### src/rtl/demux_pkg.sv
// Shared definitions for the stream demultiplexer: packet FSM encoding and
// drop-counter width.
package demux_pkg;

  typedef enum logic {
    IDLE = 1'b0,
    BUSY = 1'b1
  } state_t;

  localparam int DROP_W = 8;

endpackage

### src/rtl/stream_demux_if.sv
// Producer-side and consumer-side stream signals of the 1-to-N demux.
interface stream_demux_if #(
  parameter int WIDTH = 8,
  parameter int N_OUT = 4,
  parameter int SEL_W = $clog2(N_OUT)
);
  logic                   in_valid;
  logic                   in_ready;
  logic [WIDTH-1:0]       in_data;
  logic [SEL_W-1:0]       in_sel;
  logic                   in_last;
  logic [N_OUT-1:0]       out_valid;
  logic [N_OUT-1:0]       out_ready;
  logic [N_OUT*WIDTH-1:0] out_data;

  modport slave (
    input  in_valid, in_data, in_sel, in_last, out_ready,
    output in_ready, out_valid, out_data
  );

  modport master (
    output in_valid, in_data, in_sel, in_last, out_ready,
    input  in_ready, out_valid, out_data
  );
endinterface

### src/rtl/demux_slot.sv
// One-entry output register of a demux channel; a load wins over a
// simultaneous drain so back-to-back beats flow without a bubble.
module demux_slot #(
  parameter int WIDTH = 8
) (
  input  logic             clk,
  input  logic             rst_n,
  input  logic             load,
  input  logic [WIDTH-1:0] load_data,
  input  logic             out_ready,
  output logic             out_valid,
  output logic [WIDTH-1:0] out_data
);

  always_ff @(posedge clk or negedge rst_n) begin
    if (!rst_n) begin
      out_valid <= 1'b0;
      out_data  <= '0;
    end else if (load) begin
      out_valid <= 1'b1;
      out_data  <= load_data;
    end else if (out_valid && out_ready) begin
      // data is left stale after the drain
      out_valid <= 1'b0;
    end
  end

endmodule

### src/rtl/stream_demux.sv
// Registered 1-to-N stream demultiplexer with per-beat or per-packet select,
// independent per-channel back-pressure and saturating drop accounting.
module stream_demux
  import demux_pkg::*;
#(
  parameter int WIDTH    = 8,
  parameter int N_OUT    = 4,
  parameter int SEL_W    = $clog2(N_OUT),
  parameter int PKT_MODE = 1
) (
  input  logic              clk,
  input  logic              rst_n,
  stream_demux_if.slave     bus,
  output logic [DROP_W-1:0] drop_cnt
);

  localparam int              N_PAD   = 1 << SEL_W;
  localparam logic [SEL_W:0]  N_OUT_L = (SEL_W + 1)'(N_OUT);
  localparam bit              PKT     = (PKT_MODE != 0);

  state_t                 state_q;
  logic [SEL_W-1:0]       sel_q;
  logic [SEL_W-1:0]       eff_sel;
  logic                   in_range;
  logic [N_PAD-1:0]       free_pad;
  logic                   xfer;
  logic [N_OUT-1:0]       load;
  logic [N_OUT-1:0]       valid_vec;
  logic [N_OUT*WIDTH-1:0] data_vec;

  assign eff_sel  = (PKT && state_q == BUSY) ? sel_q : bus.in_sel;
  assign in_range = ({1'b0, eff_sel} < N_OUT_L);

  // Padded to the full select range so eff_sel always indexes in bounds.
  assign free_pad = N_PAD'(~valid_vec | bus.out_ready);

  assign bus.in_ready = rst_n & (~in_range | free_pad[eff_sel]);
  assign xfer         = bus.in_valid & bus.in_ready;

  assign bus.out_valid = valid_vec;
  assign bus.out_data  = data_vec;

  generate
    for (genvar gi = 0; gi < N_OUT; gi++) begin : g_slot
      assign load[gi] = xfer & (eff_sel == SEL_W'(gi));

      demux_slot #(
        .WIDTH(WIDTH)
      ) u_slot (
        .clk       (clk),
        .rst_n     (rst_n),
        .load      (load[gi]),
        .load_data (bus.in_data),
        .out_ready (bus.out_ready[gi]),
        .out_valid (valid_vec[gi]),
        .out_data  (data_vec[gi*WIDTH +: WIDTH])
      );
    end
  endgenerate

  // Packet FSM and drop counter; out-of-range beats still advance the FSM so
  // the remainder of a bad packet is dropped too.
  always_ff @(posedge clk or negedge rst_n) begin
    if (!rst_n) begin
      state_q  <= IDLE;
      sel_q    <= '0;
      drop_cnt <= '0;
    end else begin
      if (xfer && !in_range && drop_cnt != {DROP_W{1'b1}}) begin
        drop_cnt <= drop_cnt + DROP_W'(1);
      end
      if (PKT && xfer) begin
        case (state_q)
          IDLE: begin
            if (!bus.in_last) begin
              state_q <= BUSY;
              sel_q   <= bus.in_sel;
            end
          end
          BUSY: begin
            if (bus.in_last) begin
              state_q <= IDLE;
            end
          end
          default: state_q <= IDLE;
        endcase
      end
    end
  end

endmodule

### src/flat_wrapper.sv
// flat-port wrapper written by rule: the top's interface ports become plain ports
module stream_demux_flat import demux_pkg::*;
#(
  parameter int WIDTH    = 8,
  parameter int N_OUT    = 4,
  parameter int SEL_W    = $clog2(N_OUT),
  parameter int PKT_MODE = 1
)
  (clk, rst_n, drop_cnt, bus_in_valid, bus_in_data, bus_in_sel, bus_in_last, bus_out_ready, bus_in_ready, bus_out_valid, bus_out_data);
  stream_demux_if #(.WIDTH(WIDTH), .N_OUT(N_OUT), .SEL_W(SEL_W)) bus_i ();
  input  logic clk;
  input  logic rst_n;
  output logic [DROP_W-1:0] drop_cnt;
  input wire logic [$bits(bus_i.in_valid)-1:0] bus_in_valid;
  input wire logic [$bits(bus_i.in_data)-1:0] bus_in_data;
  input wire logic [$bits(bus_i.in_sel)-1:0] bus_in_sel;
  input wire logic [$bits(bus_i.in_last)-1:0] bus_in_last;
  input wire logic [$bits(bus_i.out_ready)-1:0] bus_out_ready;
  output wire logic [$bits(bus_i.in_ready)-1:0] bus_in_ready;
  output wire logic [$bits(bus_i.out_valid)-1:0] bus_out_valid;
  output wire logic [$bits(bus_i.out_data)-1:0] bus_out_data;
  assign bus_i.in_valid = bus_in_valid;
  assign bus_i.in_data = bus_in_data;
  assign bus_i.in_sel = bus_in_sel;
  assign bus_i.in_last = bus_in_last;
  assign bus_i.out_ready = bus_out_ready;
  assign bus_in_ready = bus_i.in_ready;
  assign bus_out_valid = bus_i.out_valid;
  assign bus_out_data = bus_i.out_data;
  stream_demux #(.WIDTH(WIDTH), .N_OUT(N_OUT), .SEL_W(SEL_W), .PKT_MODE(PKT_MODE)) u_core (.clk(clk), .rst_n(rst_n), .bus(bus_i), .drop_cnt(drop_cnt));
endmodule
### config.mk
export PLATFORM = sky130hd
export DESIGN_NAME = stream_demux_flat
export DESIGN_NICKNAME = d
export VERILOG_FILES = /design/src/rtl/demux_pkg.sv /design/src/rtl/stream_demux_if.sv /design/src/rtl/demux_slot.sv /design/src/rtl/stream_demux.sv /design/src/flat_wrapper.sv
export SDC_FILE = /design/constraint.sdc
export NUM_CORES = 1
export LEC_CHECK = 0
export BUFFER_PORTS_ARGS = -buffer_cell sky130_fd_sc_hd__buf_2
export CAP_MARGIN = 15
export CORE_MARGIN = 5
export CORE_UTILIZATION = 49
export DETAILED_ROUTE_END_ITERATION = 16
export PLACE_DENSITY_LB_ADDON = 0.1
export SLEW_MARGIN = 20
export SYNTH_ARGS = -nofsm -noshare
export SYNTH_HDL_FRONTEND = slang
export SYNTH_HIERARCHICAL = 1
export SYNTH_SLANG_ARGS = --single-unit
### constraint.sdc
create_clock -name clk -period 2.1 [get_ports clk]
set_input_delay 0.105 -clock clk [delete_from_list [all_inputs] [get_ports clk]]
set_output_delay 0.105 -clock clk [all_outputs]
set_load 0.01 [all_outputs]
==> flow_summary_export.csv <==
group,metric,value,unit
outcome,outcome,"finished clean",
power_and_ir_drop,peakVddDrop,0.679,mV
clock_tree,cts_tree,"built",
sta,timing.hold.ws,0.0750,ns
sta,grt_setup_unrepaired,"no",
clock_tree,clockBufferDepth,2,
floorplan,start_util,0.502,
logic_synthesis,synth_fa_ha_area_frac,0,
detailed_routing,wl_per_cell,16.2,µm
logic_synthesis,synth_xor_area_frac,0,
detailed_routing,vias,1204,
logic_synthesis,synthFlopType,"dfrtp_1",
grt,grt_max_degree,41,
grt,grt_pass1_vias,1218,
detailed_routing,dr.pass1.iters,4,
grt,grt_pass1_wl,6200,µm
logic_synthesis,synth_cells,122,
clock_tree,root_buffer,"clkbuf_8",
detailed_routing,drc,0,
critical_path,cp_max_fo,8,
clock_tree,clock-sinks,39,
sta,fin_ws,0.0965,ns
detailed_routing,ant_nets,0,
logic_synthesis,yosysUniqueCellTypes,25,
power_and_ir_drop,p_per_area,1340,nW/µm²
power_and_ir_drop,power.leakage,1.18,nW
layout,layout_commonest_cell,"buf_2",
sta,tns,0,ns
layout,drive_gt1_frac,0.626,
layout,fillers,291,
detailed_routing,wl,3860,µm
placed_design,dp_slack,0.0433,ns
logic_synthesis,synth_top_family_by_area,"multiplexers",
logic_synthesis,synth_edf_count,0,
logic_synthesis,syn_area,1840,µm²
logic_synthesis,synth_compound_area_frac,0.0633,
layout,multiInputGateArea,790,µm²
clock_tree,post_cts_buffers,0,
worst_hold_path,hp-class,"in2reg",
floorplan,io_pins,63,
sta,finalHoldViolCount,0,
critical_path,start_kind,"flop",
sta,finalClockSkew,0.00819,ns
sta,timing.fmax,0.499,GHz
layout,n_antenna_cell,0,
sta,maxSlewViolCount,0,
logic_synthesis,yosys.area_share.simple,0.0558,
clock_tree,path_clk_slew,0.08,ns
logic_synthesis,synth-seq-area-share,0.531,
placed_design,dp.cells,229,
critical_path,crit_path_end_kind,"flop",
layout,fin_nets,207,
grt,grt_usage,0.157,
layout,register_area,977,µm²
placed_design,portBuffers,54,
logic_synthesis,yosys_register_bits,39,
detailed_routing,via_per_inst,5.06,
placed_design,place.gp.congestion,0.826,
layout,syn2layout_area_growth,26.7,%
placed_design,dp_hpwl,2870,µm
grt,antenna_found_initial,0,
logic_synthesis,synthArstFlopShare,1.00,
floorplan,coreArea,3660,µm²
layout,final_cell_mix,"buf_2, dfrtp_1, mux2_4",
critical_path,critPathRequiredTime,2.27,ns
clock_tree,htree_levels,2,
logic_synthesis,syn-mean-instance-area,15.1,µm²
sta,finalSetupViolCount,0,
sta,period_needed,2.00,ns
detailed_routing,drt-initial-drc-count,102,
logic_synthesis,synth.area.mux_share,0.273,
floorplan,die_h,71.3,µm
clock_tree,cts_buffers,5,
logic_synthesis,yosys_warnings,6,
clock_tree,insertion_delay,0.29,ns
critical_path,crit_arrival,2.18,ns
grt,grt_overflow,0,
sta,fin_crit_sh,0.954,
floorplan,die_area,5080,µm²
floorplan,die_w,71.3,µm
layout,final_util,0.636,
flow_run,max-cap-violations,0,
floorplan,rows,22,
critical_path,critPathKind,"reg2reg",
layout,fin_cells,238,
==> metrics by stage <==
step	power (W)	cell area, µm²
4_1_cts	0.00315	2310
6_report	0.00312	2330
3_3_place_gp	0.00246	2180
3_5_place_dp	0.00249	2180
2_1_floorplan	0.00201	1870
5_1_grt	0.00330	2330
==> cell usage after synthesis, types with 2 or more instances <==
library cell	n	area share
buf_6	5	0.031
inv_1	6	0.012
buf_4	8	0.033
mux2_4	32	0.26
nor3_1	5	0.014
o21ai_1	2	0.0054
dfrtp_1	39	0.53
nand2b_1	3	0.010
nor2_1	3	0.0061
a21o_2	4	0.019
==> report_power, final <==
| part | switching [W] | leakage, nW | internal, W |
|---|---|---|---|
| clock | 0.000254 | 0.0612 | 0.000384 |
| combinational | 0.000486 | 0.652 | 0.000693 |
| sequential | 0.000213 | 0.470 | 0.00109 |
==> what timing repair did <==
item                                    in CTS  in global routing
resized for setup                            0                  3
hold buffers                                 1                  0
endpoints found under the setup margin       0                 32
hold endpoints to repair                    39                  0
==> registers in the layout, indices dropped and copies added, names as in the netlist <==
| name | flops |
|---|---|
| u_core/g_slot.u_slot/out_data | 32 |
| u_core/sel_q | 2 |
| u_core/state_q | 1 |
| u_core/g_slot.u_slot/out_valid | 4 |
==> area by class of cell <==
class	count	share of cell area
clock buffer	6	0.0354
clock inverter	2	0.0150
inverter	6	0.00967
multi-input combinational	71	0.339
sequential	39	0.419
tap	48	0.0258
timing repair buffer	66	0.156
==> worst paths after layout <==
path                                                    from  slack [ns]  depth (start not counted)                                  end
max                                           u_core/state_q         0.1                          6  u_core/g_slot[1].u_slot/out_data[5]
min                                              bus_in_last        0.07                          2                       u_core/state_q
max reg2reg                                   u_core/state_q         0.1                          6  u_core/g_slot[1].u_slot/out_data[5]
min reg2reg                u_core/g_slot[0].u_slot/out_valid        0.50                          1    u_core/g_slot[0].u_slot/out_valid
max in group asynchronous                              rst_n        1.27                          3                       u_core/state_q
min in group asynchronous                              rst_n        0.47                          3  u_core/g_slot[0].u_slot/out_data[3]
==> logic make-up (layout without fill, tap and decap cells) <==
group,count (synthesis),count (layout)
muxes,34,34
buffers and inverters,19,80
DFF,39,39
and+or+nand+nor,16,16
other,1,8
AOI/OAI and AO/OA,13,13
==> critical path: stages, from the launching register on <==
cell and delay (ns):
dfrtp_2 0.44, and3b_1 0.21, a31oi_2 0.24, o221ai_4 0.23, nor3_2 0.24, buf_4 0.21, mux2_4 0.31
==> metal layers <==
metal | vias to the layer above | track usage | wire length [µm]
met1 | 586 | 0.207 | 1620
met4 | 0 | 0.0564 | 55
met2 | 60 | 0.240 | 1810
met3 | 7 | 0.0547 | 376
li1 | 551 | - | -
met5 | - | 0 | 0
(Power assumes the default switching activity.)
